`config.mk`:
```
export PLATFORM = sky130hd
export DESIGN_NAME = vc_switch_n
export DESIGN_NICKNAME = d
export VERILOG_FILES = /design/src/rtl/vc_switch_n.sv
export SDC_FILE = /design/constraint.sdc
export NUM_CORES = 1
export LEC_CHECK = 0
export ABC_CLOCK_PERIOD_IN_PS = 7500
export CORE_ASPECT_RATIO = 1.4
export CORE_MARGIN = 2
export CORE_UTILIZATION = 40
export CTS_BUF_LIST = sky130_fd_sc_hd__clkbuf_8
export DETAILED_ROUTE_END_ITERATION = 6
export GPL_TIMING_DRIVEN = 0
export HOLD_SLACK_MARGIN = 0.15
export PLACE_DENSITY = 0.57
export SYNTH_ARGS = -nofsm -noshare
export SYNTH_HDL_FRONTEND = slang
export SYNTH_SLANG_ARGS = --single-unit
```
`constraint.sdc`:
```
create_clock -name clk -period 7.5 [get_ports clk]
set_input_delay 1.125 -clock clk [delete_from_list [all_inputs] [get_ports clk]]
set_output_delay 1.125 -clock clk [all_outputs]
set_load 0.02 [all_outputs]
```
`src/rtl/vc_switch_n.sv`:
```
// vc_switch_n: per-class VC FIFOs arbitrated into per-destination FIFOs under back-pressure.
// Define VC_RR_ARB_EN for a round-robin VC arbiter; otherwise lowest VC index wins.
module vc_switch_n #(
    parameter int unsigned PAYLOAD  = 8,
    parameter int unsigned NUM_VC   = 2,
    parameter int unsigned NUM_DEST = 2,
    parameter int unsigned VC_DEPTH = 16,
    parameter int unsigned D_DEPTH  = 4,
    localparam int unsigned VCW     = $clog2(NUM_VC),
    localparam int unsigned DW      = $clog2(NUM_DEST),
    localparam int unsigned WORD    = DW + VCW + PAYLOAD,
    localparam int unsigned VCCW    = $clog2(VC_DEPTH + 1),
    localparam int unsigned DCW     = $clog2(D_DEPTH + 1)
) (
    input  logic                     clk,
    input  logic                     reset_L,
    input  logic                     valid_in,
    input  logic [VCW-1:0]           vc_class,
    input  logic [DW-1:0]            dest,
    input  logic [PAYLOAD-1:0]       datain,
    input  logic [VCCW-1:0]          afVC,
    input  logic [VCCW-1:0]          aeVC,
    input  logic [DCW-1:0]           afD,
    input  logic [DCW-1:0]           aeD,
    input  logic [NUM_DEST-1:0]      pop_d,
    output logic [NUM_DEST*WORD-1:0] dataout_d,
    output logic [NUM_DEST-1:0]      valid_out_d,
    output logic [NUM_DEST-1:0]      empty_d,
    output logic [NUM_DEST-1:0]      pause_d,
    output logic [NUM_VC-1:0]        pause_vc,
    output logic [NUM_VC-1:0]        aempty_vc,
    output logic [NUM_VC-1:0]        error_vc,
    output logic [NUM_DEST-1:0]      error_d,
    output logic                     idle
);

    localparam int unsigned VCAW = $clog2(VC_DEPTH);
    localparam int unsigned DAW  = $clog2(D_DEPTH);

    // Input stage
    logic            in_vld_q;
    logic [WORD-1:0] in_word_q;
    logic [DW-1:0]   in_dest;
    logic [VCW-1:0]  in_cls;

    // VC FIFOs
    logic [WORD-1:0] vc_mem_q [NUM_VC][VC_DEPTH];
    logic [VCAW-1:0] vc_wr_q  [NUM_VC];
    logic [VCAW-1:0] vc_rd_q  [NUM_VC];
    logic [VCCW-1:0] vc_cnt_q [NUM_VC];
    logic [NUM_VC-1:0] error_vc_q;
    logic [WORD-1:0] vc_head   [NUM_VC];
    logic [DW-1:0]   head_dest [NUM_VC];
    logic [NUM_VC-1:0] vc_push, vc_ovf, vc_elig, vc_pop;

    // Arbiter
    logic [VCW-1:0] arb_base, arb_idx, gnt_idx;
    logic           gnt_vld;

    // Route register
    logic            rt_vld_q;
    logic [WORD-1:0] rt_word_q;
    logic [DW-1:0]   rt_dest;

    // Destination FIFOs
    logic [WORD-1:0] d_mem_q [NUM_DEST][D_DEPTH];
    logic [DAW-1:0]  d_wr_q  [NUM_DEST];
    logic [DAW-1:0]  d_rd_q  [NUM_DEST];
    logic [DCW-1:0]  d_cnt_q [NUM_DEST];
    logic [WORD-1:0] dout_q  [NUM_DEST];
    logic [NUM_DEST-1:0] vout_q, error_d_q;
    logic [NUM_DEST-1:0] d_push, d_pop, d_udf;

    // Almost-empty threshold of the destination FIFOs has no consumer in this block.
    logic unused_aed;
    assign unused_aed = ^aeD;

    assign in_dest = in_word_q[WORD-1 -: DW];
    assign in_cls  = in_word_q[PAYLOAD +: VCW];
    assign rt_dest = rt_word_q[WORD-1 -: DW];

    always_comb begin
        vc_push = '0;
        vc_ovf  = '0;
        vc_elig = '0;
        for (int unsigned k = 0; k < NUM_VC; k++) begin
            vc_head[k]   = vc_mem_q[k][vc_rd_q[k]];
            head_dest[k] = vc_head[k][WORD-1 -: DW];
            if (in_vld_q && in_cls == VCW'(k)) begin
                if (vc_cnt_q[k] == VCCW'(VC_DEPTH)) vc_ovf[k] = 1'b1;
                else                                vc_push[k] = 1'b1;
            end
            // A word already in flight to a destination one short of afD uses its last slot.
            vc_elig[k] = (vc_cnt_q[k] != '0) && !pause_d[head_dest[k]] &&
                         !(rt_vld_q && rt_dest == head_dest[k] &&
                           (d_cnt_q[head_dest[k]] + DCW'(1)) == afD);
        end
    end

`ifdef VC_RR_ARB_EN
    logic [VCW-1:0] rr_ptr_q;

    always_ff @(posedge clk) begin
        if (!reset_L) begin
            rr_ptr_q <= '0;
        end else if (gnt_vld) begin
            rr_ptr_q <= gnt_idx + VCW'(1);
        end
    end

    assign arb_base = rr_ptr_q;
`else
    assign arb_base = '0;
`endif

    // First eligible VC scanning upward from arb_base, wrapping modulo NUM_VC.
    always_comb begin
        gnt_vld = 1'b0;
        gnt_idx = '0;
        arb_idx = '0;
        for (int unsigned o = 0; o < NUM_VC; o++) begin
            arb_idx = arb_base + VCW'(o);
            if (!gnt_vld && vc_elig[arb_idx]) begin
                gnt_vld = 1'b1;
                gnt_idx = arb_idx;
            end
        end
        vc_pop = '0;
        for (int unsigned k = 0; k < NUM_VC; k++) begin
            vc_pop[k] = gnt_vld && gnt_idx == VCW'(k);
        end
    end

    always_comb begin
        d_push = '0;
        d_pop  = '0;
        d_udf  = '0;
        for (int unsigned i = 0; i < NUM_DEST; i++) begin
            d_push[i] = rt_vld_q && rt_dest == DW'(i);
            d_pop[i]  = pop_d[i] && d_cnt_q[i] != '0;
            d_udf[i]  = pop_d[i] && d_cnt_q[i] == '0;
        end
    end

    always_ff @(posedge clk) begin
        if (!reset_L) begin
            in_vld_q   <= 1'b0;
            in_word_q  <= '0;
            rt_vld_q   <= 1'b0;
            rt_word_q  <= '0;
            error_vc_q <= '0;
            error_d_q  <= '0;
            vout_q     <= '0;
            for (int unsigned k = 0; k < NUM_VC; k++) begin
                vc_wr_q[k]  <= '0;
                vc_rd_q[k]  <= '0;
                vc_cnt_q[k] <= '0;
            end
            for (int unsigned i = 0; i < NUM_DEST; i++) begin
                d_wr_q[i]  <= '0;
                d_rd_q[i]  <= '0;
                d_cnt_q[i] <= '0;
                dout_q[i]  <= '0;
            end
        end else begin
            in_vld_q <= valid_in;
            if (valid_in) in_word_q <= {dest, vc_class, datain};

            rt_vld_q <= gnt_vld;
            if (gnt_vld) rt_word_q <= vc_head[gnt_idx];

            error_vc_q <= error_vc_q | vc_ovf;
            error_d_q  <= error_d_q | d_udf;
            vout_q     <= d_pop;

            for (int unsigned k = 0; k < NUM_VC; k++) begin
                if (vc_push[k]) vc_wr_q[k] <= vc_wr_q[k] + VCAW'(1);
                if (vc_pop[k])  vc_rd_q[k] <= vc_rd_q[k] + VCAW'(1);
                if (vc_push[k] && !vc_pop[k])      vc_cnt_q[k] <= vc_cnt_q[k] + VCCW'(1);
                else if (!vc_push[k] && vc_pop[k]) vc_cnt_q[k] <= vc_cnt_q[k] - VCCW'(1);
            end

            for (int unsigned i = 0; i < NUM_DEST; i++) begin
                if (d_push[i]) d_wr_q[i] <= d_wr_q[i] + DAW'(1);
                if (d_pop[i]) begin
                    d_rd_q[i] <= d_rd_q[i] + DAW'(1);
                    dout_q[i] <= d_mem_q[i][d_rd_q[i]];
                end
                if (d_push[i] && !d_pop[i])      d_cnt_q[i] <= d_cnt_q[i] + DCW'(1);
                else if (!d_push[i] && d_pop[i]) d_cnt_q[i] <= d_cnt_q[i] - DCW'(1);
            end
        end
    end

    // Storage arrays carry no reset; pointers and counts define their contents.
    always_ff @(posedge clk) begin
        for (int unsigned k = 0; k < NUM_VC; k++) begin
            if (reset_L && vc_push[k]) vc_mem_q[k][vc_wr_q[k]] <= in_word_q;
        end
        for (int unsigned i = 0; i < NUM_DEST; i++) begin
            if (reset_L && d_push[i]) d_mem_q[i][d_wr_q[i]] <= rt_word_q;
        end
    end

    always_comb begin
        dataout_d   = '0;
        empty_d     = '0;
        pause_d     = '0;
        pause_vc    = '0;
        aempty_vc   = '0;
        valid_out_d = vout_q;
        error_vc    = error_vc_q;
        error_d     = error_d_q;
        idle        = !in_vld_q && !rt_vld_q;
        for (int unsigned i = 0; i < NUM_DEST; i++) begin
            dataout_d[i*WORD +: WORD] = dout_q[i];
            empty_d[i] = d_cnt_q[i] == '0;
            pause_d[i] = d_cnt_q[i] >= afD;
            if (d_cnt_q[i] != '0) idle = 1'b0;
        end
        for (int unsigned k = 0; k < NUM_VC; k++) begin
            pause_vc[k]  = vc_cnt_q[k] >= afVC;
            aempty_vc[k] = vc_cnt_q[k] <= aeVC;
            if (vc_cnt_q[k] != '0) idle = 1'b0;
        end
    end

endmodule

```
Yosys cells after proc, flatten, opt, wreduce, memory -nomap -nowiden. Memories as Yosys holds them, arrays and structs flattened. Index checks and enable logic that the tools add are counted.

Register bits after elaboration: 28. Output and inout port bits: 35. Memory bits (writable): 460. Memories: 9.

Memory list: vc_mem_q (depth 2, bits a word 160, rd ports 2, clocked after memory_dff 0, wr ports 1, line 47) `logic [WORD-1:0] vc_mem_q [NUM_VC][VC_DEPTH];`; d_mem_q (depth 2, bits a word 40, rd ports 2, clocked after memory_dff 0, wr ports 1, line 66) `logic [WORD-1:0] d_mem_q [NUM_DEST][D_DEPTH];`; dout_q (depth 2, bits a word 10, rd ports 2, clocked after memory_dff 0, wr ports 2, line 70) `logic [WORD-1:0] dout_q [NUM_DEST];`; vc_cnt_q (depth 2, bits a word 5, rd ports 2, clocked after memory_dff 0, wr ports 2, line 50) `logic [VCCW-1:0] vc_cnt_q [NUM_VC];`; vc_rd_q (depth 2, bits a word 4, rd ports 2, clocked after memory_dff 0, wr ports 2, line 49) `logic [VCAW-1:0] vc_rd_q [NUM_VC];`; vc_wr_q (depth 2, bits a word 4, rd ports 2, clocked after memory_dff 0, wr ports 2, line 48) `logic [VCAW-1:0] vc_wr_q [NUM_VC];`; 3 more memories.

Eq/ne operators: 6. $lt $le $gt $ge: 21. Bitwise logic cells: 32. Add/sub/neg operators: 18. Multiplexer cells: 127. Reduce and logical (&&, ||, !) cells: 59.

Operator list (number): 160-bit two-way mux (4); 10-bit two-way mux (17); 40-bit two-way mux (4); 160-bit OR reduction (1); 10-bit binary-select mux with 4-bit select (2); 10-bit demux with 4-bit select (2); 1-bit two-way mux (78); 10-bit binary-select mux with 2-bit select (2); 10-bit demux with 2-bit select (2); 40-bit OR reduction (1); 1-bit logical AND (36); 5-bit >= comparator (second input constant) (4); 5-bit two-way mux (4); 4-bit NOT with 5-bit output (4); 1-bit OR (18); 4-bit by 1-bit adder with 4-bit output (second input constant) (4); 4-bit two-way mux (4); 1-bit logical NOT (15); 3-bit by 1-bit adder with 3-bit output (second input constant) (4); 3-bit >= comparator (second input constant) (4); 3-bit two-way mux (4); 2-bit NOT with 3-bit output (4); 5-bit by 1-bit adder with 5-bit output (second input constant) (2); 5-bit equality test (second input constant) (2); other kinds (19) (41).

Logic depth before layout (Yosys ltp). An unclocked memory read counts as a cell.

Depth after elaboration: 24. Mapped depth: 18. Depth with buffers taken out: 17.

Least setup slack after synthesis. No wires, ideal clock.

Path kind: flip-flop to flip-flop. From: memory vc_rd_q[0][0] (netlist name). To: memory vc_cnt_q[0][4] (netlist name), data pin. Data arrival time: 4.169 ns. Setup time: 0.264 ns. Data required time: 7.236 ns. Stages on the path, launching flop included: 19. Slack: 3.068 ns. Cell sequence: edfxtp_1 buf_2 mux4_2 mux2i_1 mux2i_2 nand2_1 o21ai_0 ha_1 xor2_1 nor4_1 a2111oi_1 mux2i_4 nor2_1 ha_1 a21o_1 a21oi_1 xnor2_1 xnor2_1 nor2_1.

RTL lines (line): start, declared (49); end, declared (50).

==> qor.txt <==
Highest Clock Rate - 197 MHz
r2r endpoint - vc_cnt_q[0][4]$_SDFFCE_PN0P_
wirelength, routed - 44,400 um
Worst Reg2Reg Path Length in Cells - 18
clock buffer count from CTS - 74
pwr/cell area - 350 nW/um2
power share of the clock group - 24.4%
first-pass GRT wire length - 67,800 um
worst clock skew - 0.0283 ns
# IOs - 66
vias - 10,277
largest stage delay on the critical path - 0.68 ns
total gr overflow - 0
cts repair resizes - 0
Worst slew margin - 16.7%
CP Capture Type - flop
nets - 1,341
overall die width - 195 um
Critical R2R Launch - vc_rd_q[0][0]$_SDFFCE_PN0P_
H-tree Lvls - 3
FF/Latch Area - 14,400 um2
Vias per Instance - 5.27
top cell type's share of synthesized area - 67.9%
die height - 271 um
Distinct cells, synth - 56
gate count of the mapped netlist - 1,112
synth-to-layout area growth - 13.8%
Top delay family on crit path - multiplexers
VDD IR-drop max - 0.156 mV
Fill cells - 4,267
Post-CTS Hold Fix Bufs - 0
GP Congestion - 0.775
Clock Sinks - 488
Worst-Margin Slew - 1.25 ns
Antenna Violating Nets Remaining - 0
crit path buf inv count - 1
count of flip-flops with a built-in enable after synthesis - 460
Reg clk slew, reported paths - 0.06 ns
Synth area leaders - edfxtp_1 (68%), mux4_2 (12%), ha_1 (3.3%), dfxtp_1 (2.8%), mux2i_1 (1.9%)
share of power burned in registers - 43.4%
clk buf depth - 3
Fin Setup TNS - 0 ns
port bufs - 62
CP max FO - 10
Net Sw Frac - 32.6%
post-CTS setup buffer count - 0
drt first pass iters - 5
Worst Path Required - 7.85 ns
Syn. warnings - 0
async set or reset register ratio after synthesis - 0%
dpl cells - 1,821
max-cap violation count - 0
hold path start - error_d[0]$_SDFF_PN0_
Syn Nets - 1,199
CTS root buf - clkbuf_8
max-slew violations - 0
cell accounting for the most synthesized area - edfxtp_1
Skew-Pair Late Insertion Delay - 0.63 ns
sequential area share after synthesis - 70.7%
hold slack final - 0.489 ns
fin crit share - 67.6%
Worst EP arrival - 5.42 ns
Int Pwr - 5.46 mW
post-route insts no fill - 1,949
# rows - 97
worst-path cell chain - buf_2 > mux4_2 > mux2i_1 > mux2i_2 > nand2_1 > o21ai_0 > ha_1 > xor2_1 > nor4_1 > a2111oi_1 > mux2i_4 > nor2_1 > ha_1 > a21o_1 > a21oi_1 > xnor2_1 > xnor2_1 > nor2_1
leakage - 7.96 nW
Fin. Hold Viols - 0
largest net degree at the start of global routing - 37
critical path's slowest cell - a2111oi_1
CTS tree - built
WS Path Type - reg2reg
Finish-stage setup viols - 0
combinational share of power - 32.1%
GRT Util Overall - 17.4%
Top FF cell, synth - edfxtp_1
Mean Syn Cell Area - 18.3 um2
DRT iter0 DRCs - 827
hpwl dp - 30,200 um
crit path time final - 5.07 ns
RSZ-0062 raised after global routing - no
initial antenna violation count - 1
layout cells sized above 1 - 17.2%
Synth Register Bits - 488
residual DRC count - 0
Hold Path Depth - 2
Initial Util - 40.6%
run status - finished, final reports clean
Worst Setup Start Kind - flop
DIE AREA - 52,700 um2
Hold Path Sink - error_d[0]$_SDFF_PN0_
HP Class - reg2reg
vias in the first global route - 10,828
reg-to-reg setup timing slack - 2.43 ns
P_sw - 2.64 mW
core footprint - 50,100 um2
Post-Syn Area - 20,300 um2
area occupied by multi-input gates - 5660 um2
mean routed wirelength per cell - 22.8 um
metrics by stage:
| stage | setup slack (ns) | area, um2 | util [%] | power, mW |
|---|---|---|---|---|
| after CTS | 2.37 | 23100 | 46.2 | 8.23 |
| after detailed placement | 2.35 | 21800 | 43.5 | 6.24 |
| after global placement | 2.39 | 21800 | 43.4 | 6.20 |
| final | 2.43 | 23100 | 46.2 | 8.10 |
| after global routing | 1.96 | 23100 | 46.2 | 8.55 |
| after floorplan | 3.07 | 20300 | - | 5.34 |
Yosys cell counts (2+ instances only):
cell type	count
a2111oi_1	2
a21boi_0	3
a21o_1	10
a21oi_1	17
a221oi_1	9
a222oi_1	3
a22oi_1	2
a31oi_1	5
and2_1	26
and3_1	14
buf_1	11
buf_2	4
clkbuf_1	27
dfxtp_1	28
edfxtp_1	460
fa_1	2
ha_1	54
inv_1	37
mux2_2	2
mux2i_1	38
mux4_2	106
nand2_1	40
nand2b_1	17
nand3_1	10
nor2_1	49
nor2b_1	54
nor3_1	5
nor3b_1	2
nor4_1	5
o211a_1	4
o21ai_0	14
o22ai_1	2
xnor2_1	19
xor2_1	8
xor3_1	2
placed cells by master, fill, tap and decap left out, types with 6 or more instances in the layout:
cell type / count
and3_1: 14
mux2i_1: 38
a21oi_1: 17
clkbuf_1: 27
edfxtp_1: 460
clkinv_2: 6
o21ai_0: 14
nor2b_1: 54
and2_1: 26
clkinv_1: 9
nand2_1: 40
a221oi_1: 9
xor2_1: 8
a21o_1: 10
clkbuf_8: 81
nand3_1: 10
clkdlybuf4s50_1: 62
mux4_2: 106
nand2b_1: 17
buf_1: 11
inv_1: 63
nor2_1: 49
ha_1: 54
dfxtp_1: 27
xnor2_1: 19
power groups by stage:
stage / registers (mW) / clock network [mW] / logic, mW
6_report: 3.52 / 1.98 / 2.60
2_1_floorplan: 3.53 / 0 / 1.81
5_1_grt: 3.55 / 2.15 / 2.84
3_3_place_gp: 3.57 / 0 / 2.63
4_1_cts: 3.53 / 2.04 / 2.66
3_5_place_dp: 3.58 / 0 / 2.65
worst min-delay path, delay by kind of cell (launching register included):
kind,cells,cell delay (ns)
DFF,1,0.33
AOI/OAI and AO/OA,1,0.04
and+or+nand+nor,1,0.09
how the worst max path moves through the flow:
| stage | start | to | slack, ns | cells after the start |
|---|---|---|---|---|
| 2_1_floorplan | vc_rd_q[0][0]$_SDFFCE_PN0P_ | vc_cnt_q[0][4]$_SDFFCE_PN0P_ | 3.07 | 18 |
| 3_3_place_gp | afD[0] | vc_cnt_q[0][4]$_SDFFCE_PN0P_ | 2.39 | 13 |
| 3_5_place_dp | afD[0] | vc_cnt_q[0][4]$_SDFFCE_PN0P_ | 2.35 | 13 |
| 4_1_cts | vc_rd_q[0][0]$_SDFFCE_PN0P_ | vc_cnt_q[0][4]$_SDFFCE_PN0P_ | 2.37 | 18 |
| 5_1_grt | vc_rd_q[0][0]$_SDFFCE_PN0P_ | vc_cnt_q[0][4]$_SDFFCE_PN0P_ | 1.96 | 18 |
| 6_report | vc_rd_q[0][0]$_SDFFCE_PN0P_ | vc_cnt_q[0][4]$_SDFFCE_PN0P_ | 2.43 | 18 |
flip-flops by register name, indices dropped and copies added, names as in the netlist, 6 cells and up:
| name | count |
|---|---|
| d_cnt_q | 6 |
| d_mem_q | 80 |
| dout_q | 20 |
| in_word_q | 10 |
| rt_word_q | 10 |
| vc_cnt_q | 10 |
| vc_mem_q | 320 |
| vc_rd_q | 8 |
| vc_wr_q | 8 |
final cells by class:
type | count | share of cell area [%]
Buffer | 44 | 0.784
Tap cell | 643 | 3.48
Antenna cell | 1 | 0.0108
Clock buffer | 81 | 4.82
Sequential cell | 488 | 62.1
Timing Repair Buffer | 66 | 2.88
Clock inverter | 46 | 0.881
Inverter | 37 | 0.600
Multi-Input combinational cell | 543 | 24.5
layer usage:
| layer | vias to the layer above | wire length, um | global-route usage, % |
|---|---|---|---|
| li1 | 4663 | - | - |
| met1 | 5285 | 16600 | 19.9 |
| met2 | 253 | 24900 | 32.9 |
| met3 | 76 | 1900 | 3.09 |
| met4 | 0 | 976 | 5.36 |
| met5 | - | 0 | 0 |
cell families (layout without fill, tap and decap cells):
family	after synthesis	count (layout)	synth area share [%]
muxes	148	148	13.9
adders and majority gates	56	56	3.52
buffers and inverters	81	274	1.58
and+or+nand+nor	231	231	6.13
AOI/OAI and AO/OA	79	79	2.80
other	0	1	0
xor gates and xnor gates	29	29	1.40
DFF	488	488	70.7
No activity file was read; power rests on OpenSTA's default activity.
==> RTL change, RTL diff (config.mk and constraints unchanged) <==
The parameter `NUM_VC` goes from 2 to 4.
--- a/src/rtl/vc_switch_n.sv
+++ b/src/rtl/vc_switch_n.sv
@@ -3,5 +3,5 @@
 module vc_switch_n #(
     parameter int unsigned PAYLOAD  = 8,
-    parameter int unsigned NUM_VC   = 2,
+    parameter int unsigned NUM_VC   = 4,
     parameter int unsigned NUM_DEST = 2,
     parameter int unsigned VC_DEPTH = 16,
Interface: changed (5 resized); port bits go from 66 to 75. No check against the original RTL was run, so the function may have changed too.
==> RTL change against the original RTL <==
  * Synthesized area grew 86%
  * Routed wire length increased by 100%
  * Largest cell class unchanged
  * Sequential cell count rose by 424
  * Critical path type unchanged
  * Final cell count is 79% higher
  * Setup slack worse by 0.98 ns
  * First-iteration DRC count rose by 79%
  * Design area grew 85%
  * Power grew 81%
==> RTL change: results <==
set metrics [dict create \
    place_inst 3242 \
    cts_max_path_buffers 3 \
    clk_pin_slew_ns 0.06 \
    drtIter0Drc 1478 \
    r2r-end "vc_cnt_q[1][4]" \
    yosys_most_used_dff "edfxtp_1" \
    reg2reg_from "vc_rd_q[0][2]" \
    arrival_ns 6.59 \
    cts_resized 0 \
    nets 2295 \
    htreeDepth 4 \
    yosysWarnings 0 \
    worstPathMaxFanout 10 \
    synthMuxAreaShare_pct 15.4 \
    async_reset_ff_share_pct 0 \
    grt_use_total_pct 18.8 \
    overflow 0 \
    final_util_pct 45.8 \
    gp_congestion 0.783 \
    worst_pin_slew_ns 1.28 \
    grt_first_pass_wirelength_um 133000 \
    syn_nets 2071 \
    rr_worst_depth 21 \
    yosys.area_share.adder_pct 3.26 \
    ys_seq_area_share_pct 71.7 \
    placed_area_um2 40300 \
    fillerInstances 7939 \
    largest_reg_flops 704 \
    min_delay_worst_endpoint "error_d[0]" \
    io_buffers 69 \
    numCtsBuffers 138 \
    dpl.hpwl_um 60400 \
    whs_path_depth 2 \
    hp-start "error_d[0]" \
    synth_compound_area_share_pct 2.12 \
    final_cells 3492 \
    synth_area_per_cell_um2 19.4 \
    drive_gt1_share_pct 20.7 \
    cts_setup_buffers 0 \
    reg2reg_slack_ns 1.45 \
    synth_xor_area_share_pct 1.09 \
    status "finished, final reports clean" \
    synth_common_cells "edfxtp_1 (880), mux4_2 (240), nor2_1 (96)" \
    yosysUniqueCellTypes 55 \
    dr.pass1.iters 5 \
    skew_ns 0.0383 \
    worstSkewPairLatency_ns 0.82 \
    worst_hold_path_type "reg2reg" \
    power.leakage_nw 14.3 \
    vias_per_cell 5.43 \
    root_buffer "clkbuf_8" \
    synth-edff-count 880 \
    grt_pass1_vias 20300 \
    finalWirelength_um 89500 \
    ir_worst_vdd_uv 227 \
    antenna_found_initial 2 \
    grt_max_degree 46 \
    holdWs_ns 0.463 \
    synth.area.top_cells "edfxtp_1 (70%), mux4_2 (14%), ha_1 (3.1%), dfxtp_1 (1.7%), nor2_1 (0.95%)" \
]
## RTL change: worst max-delay path, stage by stage (launching register included)
cell      delay [ns]
edfxtp_1        0.49
buf_6           0.20
mux4_2          0.51
mux4_2          0.53
buf_6           0.17
nand2_1         0.06
o21ai_0         0.08
ha_1            0.31
xnor2_1         0.19
nand3_1         0.11
o21ai_1         0.30
a211o_1         0.24
clkbuf_1        0.46
clkbuf_1        0.41
nand4_1         0.36
inv_1           0.22
ha_1            0.29
a21o_1          0.19
a21oi_1         0.19
xor2_1          0.20
mux2i_1         0.20
nor2_1          0.05
## RTL change: cell type report
cell class	count	share of cell area, %
clock inverters	105	1.50
flip-flops and latches	912	63.2
multi-input cells	897	23.6
plain buffers	90	0.945
repair buffers	84	2.31
clock buffers	141	4.53
diodes	4	0.0233
well taps	1215	3.55
inverters	44	0.385
## RTL change: how the worst max path moves through the flow
stage | startpoint | end | slack (ns) | depth (start not counted)
floorplan | vc_rd_q[0][2] | vc_cnt_q[1][4] | 2.62 | 21
global placement | in_word_q[8] | vc_mem_q[3][145] | 1.53 | 6
detailed placement | vc_rd_q[0][2] | vc_cnt_q[1][4] | 1.39 | 21
CTS | vc_rd_q[0][2] | vc_cnt_q[1][4] | 1.38 | 21
global route | vc_rd_q[0][2] | vc_cnt_q[1][4] | 1.03 | 21
finish | vc_rd_q[0][2] | vc_cnt_q[1][4] | 1.45 | 21
## RTL change: report_power, final
group          internal, mW  switching [mW]  total, mW
sequential             5.97           0.336       6.31
clock                  1.97            1.93       3.90
combinational          2.00            2.45       4.45
## RTL change: cell families after synthesis
group           Yosys count
compound gates          122
xor+xnor                 47
fa+ha+maj                96
buf+inv                 134
flops                   912
mux                     276
simple gates            356
## RTL change: metal layers
metal	GRT usage, %	up-vias	part of all wire (%)
li1	-	8313	-
met1	22.0	9996	39
met5	0	-	0
met4	6.03	0	2.4
met2	34.6	502	55
met3	3.69	147	4.3
## RTL change: per-stage QoR
stage / total power [mW] / setup slack (ns)
floorplan: 9.37 / 2.62
global placement: 10.8 / 1.53
detailed placement: 10.9 / 1.39
CTS: 14.8 / 1.38
global route: 15.4 / 1.03
finish: 14.7 / 1.45
